==> src/rtl/vga_timing_pkg.sv <==
// Shared raster timing constants and helpers for vga_timing_gen.
// The defaults describe the 640x480@60 display driven from a 100 MHz clock.
package vga_timing_pkg;

  localparam int unsigned VGA_CLK_DIV  = 4;
  localparam int unsigned VGA_H_ACTIVE = 640;
  localparam int unsigned VGA_H_FP     = 16;
  localparam int unsigned VGA_H_SYNC   = 96;
  localparam int unsigned VGA_H_BP     = 48;
  localparam int unsigned VGA_V_ACTIVE = 480;
  localparam int unsigned VGA_V_FP     = 10;
  localparam int unsigned VGA_V_SYNC   = 2;
  localparam int unsigned VGA_V_BP     = 33;
  localparam int unsigned VGA_CW       = 10;

  localparam int unsigned FRAME_CNT_W  = 16;

  typedef enum logic {
    SYNC_ACTIVE_LOW  = 1'b0,
    SYNC_ACTIVE_HIGH = 1'b1
  } sync_pol_e;

  function automatic int unsigned timing_total(input int unsigned active,
                                               input int unsigned fp,
                                               input int unsigned sync,
                                               input int unsigned bp);
    return active + fp + sync + bp;
  endfunction

  // Pin level for a sync pulse given whether it is asserted and its polarity.
  function automatic logic sync_level(input logic active, input sync_pol_e pol);
    logic lvl;
    lvl = (pol == SYNC_ACTIVE_HIGH);
    return active ? lvl : ~lvl;
  endfunction

endpackage

==> src/rtl/vga_timing_gen_pixel_tick_div.sv <==
// Pixel-rate enable: one registered pulse every CLK_DIV clocks while en is high.
// With CLK_DIV == 1 the pulse is held high for as long as en stays high.
module pixel_tick_div #(
  parameter int unsigned CLK_DIV = 4
) (
  input  logic clk,
  input  logic reset,
  input  logic en,
  output logic pixTick
);

  localparam int unsigned DW = (CLK_DIV > 1) ? $clog2(CLK_DIV) : 1;
  localparam logic [DW-1:0] DIV_LAST = DW'(CLK_DIV - 1);

  logic [DW-1:0] div_q;
  logic [DW-1:0] div_d;

  always_comb begin
    div_d = '0;
    if (en && (div_q != DIV_LAST)) begin
      div_d = div_q + 1'b1;
    end
  end

  // pixTick is registered from the next divider value so it is high exactly
  // while the divider sits at its last count.
  always_ff @(posedge clk or negedge reset) begin
    if (!reset) begin
      div_q   <= '0;
      pixTick <= 1'b0;
    end else begin
      div_q   <= div_d;
      pixTick <= en && (div_d == DIV_LAST);
    end
  end

endmodule

==> src/rtl/vga_timing_gen.sv <==
// Parametrised raster timing generator (sync, data enable, position, strobes).
// Define VGA_TIMING_FRAME_CNT_EN to add the 16-bit frameCount output.
module vga_timing_gen
  import vga_timing_pkg::*;
#(
  parameter int unsigned CLK_DIV  = VGA_CLK_DIV,
  parameter int unsigned H_ACTIVE = VGA_H_ACTIVE,
  parameter int unsigned H_FP     = VGA_H_FP,
  parameter int unsigned H_SYNC   = VGA_H_SYNC,
  parameter int unsigned H_BP     = VGA_H_BP,
  parameter int unsigned V_ACTIVE = VGA_V_ACTIVE,
  parameter int unsigned V_FP     = VGA_V_FP,
  parameter int unsigned V_SYNC   = VGA_V_SYNC,
  parameter int unsigned V_BP     = VGA_V_BP,
  parameter int unsigned SYNC_POL = 0,
  parameter int unsigned CW       = VGA_CW
) (
  input  logic          clk,
  input  logic          reset,
  input  logic          en,
  output logic          pixTick,
  output logic          hSync,
  output logic          vSync,
  output logic          dataEnable,
  output logic [CW-1:0] xPosition,
  output logic [CW-1:0] yPosition,
  output logic          lineStart,
  output logic          frameStart
`ifdef VGA_TIMING_FRAME_CNT_EN
  ,
  output logic [FRAME_CNT_W-1:0] frameCount
`endif
);

  localparam int unsigned H_TOTAL = timing_total(H_ACTIVE, H_FP, H_SYNC, H_BP);
  localparam int unsigned V_TOTAL = timing_total(V_ACTIVE, V_FP, V_SYNC, V_BP);

  localparam logic [CW-1:0] H_LAST   = CW'(H_TOTAL - 1);
  localparam logic [CW-1:0] V_LAST   = CW'(V_TOTAL - 1);
  localparam logic [CW-1:0] H_VIS    = CW'(H_ACTIVE);
  localparam logic [CW-1:0] V_VIS    = CW'(V_ACTIVE);
  localparam logic [CW-1:0] HS_FIRST = CW'(H_ACTIVE + H_FP);
  localparam logic [CW-1:0] HS_LAST  = CW'(H_ACTIVE + H_FP + H_SYNC - 1);
  localparam logic [CW-1:0] VS_FIRST = CW'(V_ACTIVE + V_FP);
  localparam logic [CW-1:0] VS_LAST  = CW'(V_ACTIVE + V_FP + V_SYNC - 1);

  localparam sync_pol_e POL       = (SYNC_POL != 0) ? SYNC_ACTIVE_HIGH : SYNC_ACTIVE_LOW;
  localparam logic      SYNC_IDLE = sync_level(1'b0, POL);

  logic          wrap_line;
  logic          wrap_frame;
  logic [CW-1:0] x_next;
  logic [CW-1:0] y_next;
  logic          hs_next;
  logic          vs_next;
  logic          de_next;
  logic          ls_next;
  logic          fs_next;

  pixel_tick_div #(
    .CLK_DIV(CLK_DIV)
  ) u_tick (
    .clk    (clk),
    .reset  (reset),
    .en     (en),
    .pixTick(pixTick)
  );

  assign wrap_line  = (xPosition == H_LAST);
  assign wrap_frame = wrap_line && (yPosition == V_LAST);

  always_comb begin
    x_next = xPosition + 1'b1;
    y_next = yPosition;
    if (wrap_line) begin
      x_next = '0;
      if (yPosition == V_LAST) begin
        y_next = '0;
      end else begin
        y_next = yPosition + 1'b1;
      end
    end
  end

  // Decode from the upcoming position so every registered output describes
  // the same pixel that xPosition/yPosition will show.
  always_comb begin
    hs_next = sync_level((x_next >= HS_FIRST) && (x_next <= HS_LAST), POL);
    vs_next = sync_level((y_next >= VS_FIRST) && (y_next <= VS_LAST), POL);
    de_next = (x_next < H_VIS) && (y_next < V_VIS);
    ls_next = (x_next == '0);
    fs_next = (x_next == '0) && (y_next == '0);
  end

  always_ff @(posedge clk or negedge reset) begin
    if (!reset) begin
      xPosition  <= '0;
      yPosition  <= '0;
      hSync      <= SYNC_IDLE;
      vSync      <= SYNC_IDLE;
      dataEnable <= 1'b0;
      lineStart  <= 1'b0;
      frameStart <= 1'b0;
    end else if (!en) begin
      xPosition  <= '0;
      yPosition  <= '0;
      hSync      <= SYNC_IDLE;
      vSync      <= SYNC_IDLE;
      dataEnable <= 1'b0;
      lineStart  <= 1'b0;
      frameStart <= 1'b0;
    end else if (pixTick) begin
      xPosition  <= x_next;
      yPosition  <= y_next;
      hSync      <= hs_next;
      vSync      <= vs_next;
      dataEnable <= de_next;
      lineStart  <= ls_next;
      frameStart <= fs_next;
    end
  end

`ifdef VGA_TIMING_FRAME_CNT_EN
  logic [FRAME_CNT_W-1:0] frame_cnt;

  always_ff @(posedge clk or negedge reset) begin
    if (!reset) begin
      frame_cnt <= '0;
    end else if (!en) begin
      frame_cnt <= '0;
    end else if (pixTick && wrap_frame) begin
      frame_cnt <= frame_cnt + 1'b1;
    end
  end

  assign frameCount = frame_cnt;
`else
  logic unused_wrap;
  assign unused_wrap = wrap_frame;
`endif

endmodule

==> config.mk <==
export PLATFORM = sky130hd
export DESIGN_NAME = vga_timing_gen
export DESIGN_NICKNAME = d
export VERILOG_FILES = /design/src/rtl/vga_timing_pkg.sv /design/src/rtl/vga_timing_gen_pixel_tick_div.sv /design/src/rtl/vga_timing_gen.sv
export SDC_FILE = /design/constraint.sdc
export NUM_CORES = 1
export LEC_CHECK = 0
export BUFFER_PORTS_ARGS = -buffer_cell sky130_fd_sc_hd__buf_4
export CORE_MARGIN = 2
export CORE_UTILIZATION = 62
export DETAILED_ROUTE_END_ITERATION = 10
export GPL_ROUTABILITY_DRIVEN = 0
export GPL_TIMING_DRIVEN = 0
export PLACE_DENSITY = 0.85
export SYNTH_ARGS = -nofsm -noshare
export SYNTH_HDL_FRONTEND = slang
export SYNTH_SLANG_ARGS = --single-unit
==> constraint.sdc <==
create_clock -name clk -period 5.95 [get_ports clk]
set_input_delay 1.19 -clock clk [delete_from_list [all_inputs] [get_ports clk]]
set_output_delay 1.19 -clock clk [all_outputs]
set_load 0.05 [all_outputs]
Word-level counts from Yosys, hierarchy flattened:

Cells that the tools add are included.

* bits in registers: 28
* output and inout port bits: 26
* logic and storage cells: 51

* add/sub/neg operators: 3
* magnitude comparators: 6
* eq/ne operators: 5
* mux-type cells: 20
* reductions and logical operators: 8

Operators with widths (count)
* 2-to-1 mux 10 bit: 7
* adder 10 x 1 -> 10 bit (second input constant): 2
* equality test 10 bit (second input constant): 2
* zero test 10 bit: 2
* 2-to-1 mux 1 bit: 12
* greater-or-equal comparator 10 bit (second input constant): 1
* greater-or-equal comparator 10 x 9 -> 1 bit (second input constant): 1
* less-or-equal comparator 10 bit (second input constant): 1
* less-or-equal comparator 10 x 9 -> 1 bit (second input constant): 1
* less-than comparator 10 bit (second input constant): 1
* less-than comparator 10 x 9 -> 1 bit (second input constant): 1
* logical AND 1 bit: 6
* adder 2 x 1 -> 2 bit (second input constant): 1
* equality test 2 bit (second input constant): 1
* 2-to-1 mux 2 bit: 1
* != test 2 x 1 -> 1 bit (second input constant): 1
* != test 2 bit (second input constant): 1

Longest topological paths before layout:

Gate-level depths: netlist of run 1.

* depth in word-level cells: 8
* gate-level depth with buffers: 9
* mapped depth without buffers: 8

Hierarchy:

From an unflattened synthesis of run 1, not the netlist that was laid out.

* cells, all modules: 242
* area total of the unflattened synthesis: 2144.6 um^2

Modules (own cells, without submodules)
* vga_timing_gen: instances 1, cells each 235, area an instance 2026.9 um^2
* pixel_tick_div: instances 1, cells each 7, area an instance 117.6 um^2

Worst setup path after synthesis of run 1:

No wires, ideal clock.

* path kind: register to register
* start point: reg xPosition[1]
* end point: reg dataEnable
* library setup time: 0.119 ns
* arrival time: 2.430 ns
* path slack: 3.402 ns
* stages on the path, launching flop included: 9
* cells stage by stage: dfrtp_1 ha_1 and3_1 buf_4 nand4_1 or3_4 a2111oi_4 a211oi_1 o21a_1

* cells in the longest elaborated chain, start to end: 6
* elaborated cells between the ends (all ways): 9
* classes of those cells: 1 x add/sub; 2 x order compare; 1 x eq/ne; 4 x mux; 1 x reduce/logical

RTL lines
* from (decl): RTL line vga_timing_gen.sv:25 `output logic [CW-1:0] xPosition,`
* from (signal assigned): RTL line vga_timing_gen.sv:113 `xPosition <= x_next;`
* adder 10 x 1 -> 10 bit / equality test 10 bit (equally long branches): RTL line vga_timing_gen.sv:73, vga_timing_gen.sv:69
* 2-to-1 mux 10 bit: RTL line vga_timing_gen.sv:75 `if (wrap_line) begin`
* less-than comparator 10 bit / less-than comparator 10 x 9 -> 1 bit (equally long branches): RTL line vga_timing_gen.sv:90 `de_next = (x_next < H_VIS) && (y_next < V_VIS);`
* logical AND 1 bit (*): RTL line vga_timing_gen.sv:90
* 2-to-1 mux 1 bit (*): RTL line vga_timing_gen.sv:112 `end else if (pixTick) begin`
* 2-to-1 mux 1 bit (*): RTL line vga_timing_gen.sv:104 `end else if (!en) begin`
* to (signal assigned): RTL line vga_timing_gen.sv:117 `dataEnable <= de_next;`
* to (decl): RTL line vga_timing_gen.sv:24 `output logic dataEnable,`

Mark *: on every way between the ends. The rest lies on a longest branch, timed or not. The select of a mux whose other input is x is not followed.
A chain may end at the register's enable or synchronous reset.

Final worst setup path of run 1:

* start point: reg xPosition[1]
* end point: reg vSync

* cells in the longest elaborated chain, start to end: 7
* elaborated cells between the ends (all ways): 8
* classes of those cells: 2 x order compare; 1 x eq/ne; 4 x mux; 1 x reduce/logical

RTL lines
* equality test 10 bit (*): RTL line vga_timing_gen.sv:69 `assign wrap_line = (xPosition == H_LAST);`
* 2-to-1 mux 10 bit (*): RTL line vga_timing_gen.sv:75
* greater-or-equal comparator 10 x 9 -> 1 bit / less-or-equal comparator 10 x 9 -> 1 bit (equally long branches): RTL line vga_timing_gen.sv:89 `vs_next = sync_level((y_next >= VS_FIRST) && (y_next <= VS_LAST), POL);`
* logical AND 1 bit (*): RTL line vga_timing_gen.sv:89
* 2-to-1 mux 1 bit (*): RTL line vga_timing_pkg.sv:34 `return active ? lvl : ~lvl;`
* 2-to-1 mux 1 bit (*): RTL line vga_timing_gen.sv:112
* 2-to-1 mux 1 bit (*): RTL line vga_timing_gen.sv:104
* to (signal assigned): RTL line vga_timing_gen.sv:116 `vSync <= vs_next;`
* to (decl): RTL line vga_timing_gen.sv:23 `output logic vSync,`

Marked as above.

==> results of run 1 <==
==> sequential cells by signal (all words and copies together), names as in the netlist <==
name / cells
yPosition: 10
dataEnable: 1
u_tick.div_q: 2
frameStart: 1
lineStart: 1
u_tick.pixTick: 1
hSync: 1
vSync: 1
xPosition: 10
==> routing by layer <==
layer,track usage (%),share of wire (%)
met3,3.57,6.8
met5,0,0
met1,41.2,45
met2,45.6,47
met4,10.3,0.93
==> cell families (layout without fill, tap and decap cells) <==
logic type / after synthesis / in the layout / synth area share (%)
AND/OR/NAND/NOR: 107 / 107 / 30.6
buffers and inverters: 24 / 56 / 5.07
adder cells (fa/ha/maj): 6 / 6 / 3.67
multiplexers: 2 / 2 / 1.04
flip-flops: 28 / 28 / 34.3
XOR/XNOR: 14 / 14 / 5.99
AO/OA/AOI/OAI: 52 / 52 / 19.3
==> cell usage after synthesis (6+ instances only) <==
cell,n
nand2_1,27
dfrtp_1,26
nor2_1,11
o21ai_0,11
and2_1,10
nor2b_1,9
clkbuf_1,8
nand4_1,8
xnor2_1,8
and3_1,7
inv_1,7
nand3_1,7
ha_1,6
o211a_1,6
xor2_1,6
==> placed cells by master, fill, tap and decap left out, drive strengths merged, types with 3 or more instances in the layout <==
cell / n
nor2: 12
ha: 6
nor2b: 9
nand4: 8
and2: 10
nand2: 27
a21boi: 6
o21ai: 13
or4: 3
xor2: 6
buf: 37
or3: 4
inv: 7
o211ai: 3
and3: 7
a21oi: 3
xnor2: 8
and4: 3
nand3: 8
dfrtp: 26
o211a: 6
clkbuf: 12
==> worst paths after layout <==
path                                  from         endpoint  slack (ns)
max                           xPosition[1]            vSync        3.26
min in group asynchronous            reset       dataEnable        0.73
min                        u_tick.div_q[0]  u_tick.div_q[0]        0.47
max in group asynchronous            reset            hSync        4.90
max reg2reg                   xPosition[1]            vSync        3.26
min reg2reg                u_tick.div_q[0]  u_tick.div_q[0]        0.47
==> critical path, delay by kind of cell, from the launching register on <==
family | cells | cell delay, ns
DFF | 1 | 0.50
adders and majority gates | 1 | 0.28
buffers and inverters | 2 | 0.34
and+or+nand+nor | 2 | 0.42
AOI/OAI and AO/OA | 4 | 1.07
==> power breakdown <==
part / switching [mW] / internal, mW / total, mW
combinational: 0.0511 / 0.0241 / 0.0752
clock: 0.0603 / 0.0375 / 0.0978
sequential: 0.00932 / 0.198 / 0.207
==> cell type report <==
| cell class | instances | area (sq um) |
|---|---|---|
| tap | 44 | 55.1 |
| inverter | 7 | 26.3 |
| timing repair buffer | 28 | 210 |
| clock buffer | 4 | 36.3 |
| multi-input combinational | 181 | 1240 |
| sequential | 28 | 703 |
| buffer | 17 | 77.6 |
| fill | 246 | 753 |
==> metrics by stage <==
step           utilization, %  hold slack (ns)  cell area (sq um)
2_1_floorplan               -            0.422               2050
3_3_place_gp             74.6            0.435               2310
3_5_place_dp             74.6            0.463               2310
4_1_cts                  75.7            0.483               2350
5_1_grt                  75.7            0.495               2350
6_report                 75.7            0.472               2350
==> results.py, run 1 <==
metrics = {
    "critical_path": {
        "cpPeakStageDelay_ns": 0.70,
        "worstPathRequired_ns": 6.21,
        "end_kind": "register",
        "path_cells": "ha_1, and3_1, buf_4, and4_1, buf_4, o21ai_1, a22oi_1, a2111oi_0, a22oi_1",
        "ff2ff_path_depth": 9,
        "cpMaxStageDelayCell": "a2111oi_0",
        "critPathLaunchType": "register",
        "arrival_ns": 2.96,
        "crit_type": "reg -> reg",
        "cp_max_fo": 10,
    },
    "logic_synthesis": {
        "seq_area_frac_synth_pct": 34.3,
        "ys.flop_type": "dfrtp_1",
        "syn_avg_cell_area_sq_um": 8.79,
        "yosysTopAreaCellShare_pct": 31.8,
        "async_flop_share_pct": 100,
        "synth_cells": 233,
        "synth_top_cell_by_area": "dfrtp_1",
        "synth-edff-count": 0,
        "yosysWarnings": 0,
        "synth_fp_nets": 242,
        "ys_types": 60,
        "syn_area_sq_um": 2050,
        "ys_ff_latch": 28,
        "synth_area_leaders": "dfrtp_1 (32%), nand2_1 (4.9%), ha_1 (3.7%)",
    },
    "placement": {
        "post-place-cells": 305,
        "io_buffers": 28,
        "dp_slack_ns": 3.38,
        "hpwl_um": 3540,
    },
    "floorplanning": {
        "dieArea_sq_um": 3780,
        "placementRows": 20,
        "die_x_um": 61.5,
        "start_util_pct": 66.0,
        "chipHeight_um": 61.5,
        "core_region_area_sq_um": 3100,
        "ioPinCount": 29,
    },
    "timing": {
        "slew_headroom_pct": 48.7,
        "finalHoldViolations": 0,
        "drv_slew": 0,
        "tns_ns": 0,
        "rsz0062_at_grt": "false",
        "fmax_mhz": 371,
        "setup_viol": 0,
        "timing.final.ws_setup_ns": 3.26,
        "tightest_slew_ns": 0.750,
        "fin_crit_sh_pct": 45.3,
        "min_period_ns": 2.69,
        "clock_skew_ns": 0.0121,
    },
    "drt": {
        "first_iter_violations": 126,
        "post_drt_wl_per_cell_um": 15.9,
        "wl_um": 4920,
        "antenna_left": 0,
        "drc_errors": 0,
        "via_per_inst": 6.07,
        "vias": 1875,
        "firstDrtPassIters": 4,
    },
    "cts": {
        "cts-resized-gates": 0,
        "cts_setup_buffers": 0,
        "cts_tree": "yes",
        "cts_buffers": 3,
        "clock-sinks": 28,
        "insertion_delay_ns": 0.34,
        "cts_buffer_depth": 2,
        "cts_root_buffer": "clkbuf_4",
        "cts_hold_buffers": 0,
        "clk_pin_slew_worst_paths_ns": 0.16,
        "cts_max_level": 1,
    },
    "hold_path": {
        "holdPathStages": 1,
        "worstHoldPathType": "reg -> reg",
    },
    "status": {
        "status": "finished clean",
    },
    "flow_run": {
        "timing.max_cap.violations": 0,
    },
    "power": {
        "p_per_area_nw_per_um2": 162,
        "p_leak_nw": 1.11,
        "fin_total_pwr_uw": 380,
        "vdd_drop_max_uv": 106,
    },
    "global_routing": {
        "overflow": 0,
        "grt_pass1_wl_um": 8050,
        "track_usage_pct": 29.0,
        "grt_pass1_vias": 1734,
        "grt_max_degree": 29,
        "antenna_found_initial": 0,
    },
    "final_layout": {
        "syn2layout_area_growth_pct": 14.7,
        "finalNetCount": 275,
        "finalNonFillerCells": 309,
        "n_antenna_cell": 0,
        "drive_gt1_share_pct": 18.5,
    },
}
(Power assumes the default switching activity.)
==> run 2: changes to the inputs <==
--- a/config.mk
+++ b/config.mk
@@ -7,11 +7,11 @@
 export LEC_CHECK = 0
 export BUFFER_PORTS_ARGS = -buffer_cell sky130_fd_sc_hd__buf_4
 export CORE_MARGIN = 2
-export CORE_UTILIZATION = 62
+export CORE_UTILIZATION = 57
 export DETAILED_ROUTE_END_ITERATION = 10
 export GPL_ROUTABILITY_DRIVEN = 0
 export GPL_TIMING_DRIVEN = 0
-export PLACE_DENSITY = 0.85
+export PLACE_DENSITY = 0.79
 export SYNTH_ARGS = -nofsm -noshare
 export SYNTH_HDL_FRONTEND = slang
 export SYNTH_SLANG_ARGS = --single-unit
==> constraint.sdc (replaced) <==
create_clock -name clk -period 2.6 [get_ports clk]
set_input_delay 0.52 -clock clk [delete_from_list [all_inputs] [get_ports clk]]
set_output_delay 0.52 -clock clk [all_outputs]
set_load 0.05 [all_outputs]
==> results.py, run 2 (synthesis gave the netlist of run 1 again) <==
metrics = {
    "floorplanning": {
        "chipHeight_um": 63.9,
        "placementRows": 21,
        "ioPinCount": 29,
        "core_region_area_sq_um": 3390,
        "dieArea_sq_um": 4090,
        "start_util_pct": 60.4,
        "die_x_um": 63.9,
    },
    "drt": {
        "antenna_left": 0,
        "drc_errors": 0,
        "first_iter_violations": 111,
        "via_per_inst": 6.10,
        "post_drt_wl_per_cell_um": 16.0,
        "firstDrtPassIters": 6,
        "wl_um": 5000,
        "vias": 1908,
    },
    "cts": {
        "insertion_delay_ns": 0.35,
        "cts_hold_buffers": 0,
        "cts_buffers": 3,
        "cts_tree": "yes",
        "cts_max_level": 1,
        "cts_buffer_depth": 2,
        "cts_root_buffer": "clkbuf_4",
        "clock-sinks": 28,
        "clk_pin_slew_worst_paths_ns": 0.17,
    },
    "critical_path": {
        "worstPathRequired_ns": 2.87,
        "critPathLaunchType": "register",
        "arrival_ns": 2.75,
        "end_kind": "register",
        "cp_max_fo": 10,
        "crit_type": "reg -> reg",
    },
    "timing": {
        "fin_crit_sh_pct": 95.3,
        "slew_headroom_pct": 63.3,
        "finalHoldViolations": 0,
        "min_period_ns": 2.48,
        "clock_skew_ns": 0.00675,
        "setup_viol": 0,
        "tns_ns": 0,
        "drv_slew": 0,
        "fmax_mhz": 403,
        "tightest_slew_ns": 0.551,
    },
    "global_routing": {
        "track_usage_pct": 26.9,
        "antenna_found_initial": 0,
        "grt_pass1_vias": 1747,
        "grt_pass1_wl_um": 8650,
        "grt_max_degree": 29,
        "overflow": 0,
    },
    "power": {
        "p_leak_nw": 1.12,
        "vdd_drop_max_uv": 249,
        "fin_total_pwr_uw": 957,
        "p_per_area_nw_per_um2": 398,
    },
    "final_layout": {
        "layout_common_cells": "buf_4 (32), nand2_1 (27), dfrtp_1 (24), nor2_1 (11), o21ai_0 (11)",
        "drive_gt1_share_pct": 20.6,
        "finalNetCount": 277,
        "largestRegisters": "xPosition x10, yPosition x10, u_tick.div_q x2",
        "syn2layout_area_growth_pct": 17.3,
        "n_antenna_cell": 0,
        "layout_commonest_cell": "buf_4",
    },
    "hold_path": {
        "worstHoldPathType": "in -> async",
    },
    "placement": {
        "hpwl_um": 3410,
        "io_buffers": 28,
    },
    "flow_run": {
        "timing.max_cap.violations": 0,
    },
    "status": {
        "status": "finished clean",
    },
}
[run 2: worst paths after layout]
path                                         to  slack (ns)  depth (start not counted)            start
worst max-delay path                 frameStart        0.12                          9     xPosition[0]
worst min-delay path             u_tick.pixTick        0.05                          1            reset
worst max register to register       frameStart        0.12                          9     xPosition[0]
worst min register to register  u_tick.div_q[0]        0.47                          1  u_tick.div_q[0]
max in group asynchronous                 vSync        2.24                          1            reset
min in group clk                   xPosition[6]        0.45                          2               en
[run 2: per-layer routing]
metal / wire length [um] / vias to the layer above / GRT usage, % / share of wire, %
li1: - / 914 / - / -
met1: 2250 / 911 / 40.3 / 45
met2: 2300 / 76 / 41.0 / 46
met3: 392 / 7 / 2.46 / 7.8
met4: 55 / 0 / 8.42 / 1.1
met5: 0 / - / 0 / 0
[run 2: cell type report]
cell class	instances	area [sq um]
Multi-Input combinational cell	181	1260
Fill cell	281	987
Sequential cell	28	706
Timing Repair Buffer	30	225
Buffer	17	78.8
Tap cell	46	57.6
Clock inverter	1	30.0
Inverter	7	26.3
Clock buffer	3	22.5
[run 2: repair_timing]
item | CTS | global route
resized for setup | 1 | 6
setup endpoints to repair | 1 | 3
buffers inserted | 0 | 2
[run 2: where the power goes]
part	switching, mW	internal, mW	leakage (nW)
logic	0.123	0.0598	0.720
registers	0.0195	0.453	0.376
clock network	0.146	0.156	0.0279
[run 2: critical path: stages (launching register included)]
cell and delay, ns:
dfrtp_2 0.47, ha_1 0.25, and3_1 0.18, buf_4 0.14
and4_1 0.29, buf_4 0.21, nand4_1 0.10, a222oi_1 0.35
nand4_1 0.18, o31ai_1 0.22
[run 2: per-stage QoR]
step	instance area [sq um]	setup slack (ns)	cells	hold WS (ns)	utilization, %
after detailed placement	2320	0.00836	307	0.453	68.3
final	2400	0.122	313	0.0539	70.9
after floorplan	2050	0.0517	233	0.224	-
after global placement	2320	0.00869	307	0.433	68.3
after CTS	2370	0.00928	311	0.0744	69.9
after global routing	2400	-0.0388	313	0.0720	70.9
==> run 3: changes to the inputs <==
--- a/config.mk
+++ b/config.mk
@@ -5,13 +5,15 @@
 export SDC_FILE = /design/constraint.sdc
 export NUM_CORES = 1
 export LEC_CHECK = 0
-export BUFFER_PORTS_ARGS = -buffer_cell sky130_fd_sc_hd__buf_4
-export CORE_MARGIN = 2
-export CORE_UTILIZATION = 57
+export BUFFER_PORTS_ARGS = -buffer_cell sky130_fd_sc_hd__buf_2
+export CELL_PAD_IN_SITES_DETAIL_PLACEMENT = 1
+export CELL_PAD_IN_SITES_GLOBAL_PLACEMENT = 1
+export CORE_MARGIN = 1
+export CORE_UTILIZATION = 43
 export DETAILED_ROUTE_END_ITERATION = 10
 export GPL_ROUTABILITY_DRIVEN = 0
 export GPL_TIMING_DRIVEN = 0
-export PLACE_DENSITY = 0.79
+export PLACE_DENSITY_LB_ADDON = 0.1
 export SYNTH_ARGS = -nofsm -noshare
 export SYNTH_HDL_FRONTEND = slang
 export SYNTH_SLANG_ARGS = --single-unit
==> results.py, run 3 (synthesis gave the netlist of run 1 again) <==
metrics = {
    "timing": {
        "min_period_ns": 2.45,
        "tightest_slew_ns": 0.648,
        "drv_slew": 0,
        "hold_slack_ns": 0.248,
        "clock_skew_ns": 0.00890,
        "slew_headroom_pct": 56.8,
        "fmax_mhz": 408,
        "fin_crit_sh_pct": 94.2,
        "finalHoldViolations": 0,
        "setup_viol": 0,
    },
    "cts": {
        "clk_pin_slew_worst_paths_ns": 0.10,
        "cts_root_buffer": "clkbuf_8",
        "clock-sinks": 28,
        "insertion_delay_ns": 0.28,
        "cts_buffer_depth": 2,
        "cts_max_level": 1,
        "cts_tree": "yes",
        "cts_buffers": 3,
    },
    "flow_run": {
        "timing.max_cap.violations": 0,
    },
    "placement": {
        "io_buffers": 28,
        "post-place-cells": 313,
        "hpwl_um": 4150,
        "placed_area_sq_um": 2250,
    },
    "final_layout": {
        "syn2layout_area_growth_pct": 14.4,
        "finalNetCount": 278,
        "layout_common_cells": "buf_2 (33), nand2_1 (27), dfrtp_1 (24), nor2_1 (11), o21ai_0 (11)",
        "fill_cells": 568,
        "finalNonFillerCells": 319,
        "layout_commonest_cell": "buf_2",
        "drive_gt1_share_pct": 21.3,
        "n_antenna_cell": 0,
        "largestRegisters": "xPosition x10, yPosition x10, u_tick.div_q x2",
        "final_area_sq_um": 2340,
    },
    "critical_path": {
        "critPathTopFamily": "simple AND/OR/NAND/NOR gates",
        "cpMaxStageDelayCell": "dfrtp_2",
        "arrival_ns": 2.64,
        "end_kind": "register",
        "worstPathRequired_ns": 2.79,
        "crit_buf_inv": 2,
        "critPathLaunchType": "register",
        "cp_max_fo": 10,
        "path_cells": "ha_1, and3_1, buf_4, and4_2, buf_4, nand4_1, a222oi_1, nand4_1, o31ai_1",
        "crit_type": "reg -> reg",
        "cpPeakStageDelay_ns": 0.46,
    },
    "global_routing": {
        "grt_pass1_wl_um": 9490,
        "overflow": 0,
        "track_usage_pct": 24.2,
        "grt_pass1_vias": 1888,
        "antenna_found_initial": 0,
        "grt_max_degree": 29,
    },
    "hold_path": {
        "worstHoldPathType": "in -> async",
    },
    "drt": {
        "first_iter_violations": 48,
        "post_drt_wl_per_cell_um": 18.0,
        "antenna_left": 0,
        "via_per_inst": 6.01,
        "firstDrtPassIters": 6,
        "vias": 1918,
        "drc_errors": 0,
        "wl_um": 5740,
    },
    "floorplanning": {
        "placementRows": 24,
        "core_region_area_sq_um": 4470,
        "die_x_um": 71.0,
        "chipHeight_um": 71.0,
        "dieArea_sq_um": 5040,
        "ioPinCount": 29,
        "start_util_pct": 45.8,
    },
    "power": {
        "fin_total_pwr_uw": 889,
        "p_leak_nw": 1.12,
        "vdd_drop_max_uv": 242,
        "p_per_area_nw_per_um2": 379,
    },
    "status": {
        "status": "finished clean",
    },
}
run 3: cell types whose count changed in the layout (fill, tap and decap cells not counted), sizes merged:
cell / previous run / this run
buf: 39 / 40
bufinv: 1 / 0
run 3: routing by layer:
layer  share of wire [%]  wire [um]  GRT usage (%)
met5                   0          0              0
met4                 1.6         91           5.78
met3                 2.7        153           2.99
met2                  46       2650           39.3
met1                  50       2850           34.4
run 3: timing repair:
| action | in CTS | in global routing |
|---|---|---|
| gates cloned | 0 | 0 |
| hold buffers | 0 | 0 |
| pin swaps | 0 | 1 |
| resized for setup | 3 | 5 |
| setup buffers | 0 | 3 |
| endpoints found under the setup margin | 2 | 3 |
run 3: path summary, 6_finish.rpt:
kind,from,endpoint,slack (ns),depth (start not counted)
worst max register to register,xPosition[1],frameStart,0.15,9
max in group asynchronous,reset,xPosition[0],1.87,1
worst max-delay path,xPosition[1],frameStart,0.15,9
worst min-delay path,reset,yPosition[5],0.25,1
min in group clk,u_tick.div_q[0],u_tick.div_q[0],0.45,1
worst min register to register,u_tick.div_q[0],u_tick.div_q[0],0.45,1
run 3: layout make-up:
cell class	instances	area [sq um]	area share, %
multi-input cells	181	1260	53.9
well taps	52	65.1	2.78
clock buffers	3	41.3	1.76
repair buffers	31	163	6.94
plain buffers	17	78.8	3.36
inverters	7	26.3	1.12
flip-flops and latches	28	706	30.1
run 3: metrics by stage:
| stage | utilization [%] | worst slack [ns] | TNS [ns] |
|---|---|---|---|
| floorplan | - | 0.0517 | 0 |
| global placement | 50.4 | -0.0909 | -0.0909 |
| detailed placement | 50.4 | -0.208 | -0.218 |
| CTS | 51.5 | 0.0274 | 0 |
| global route | 52.4 | -0.0262 | -0.0262 |
| finish | 52.4 | 0.150 | 0 |
run 3: power by group:
| group | total (mW) | internal [mW] | switching [mW] |
|---|---|---|---|
| combinational | 0.170 | 0.0483 | 0.122 |
| clock | 0.246 | 0.104 | 0.141 |
| sequential | 0.473 | 0.452 | 0.0210 |
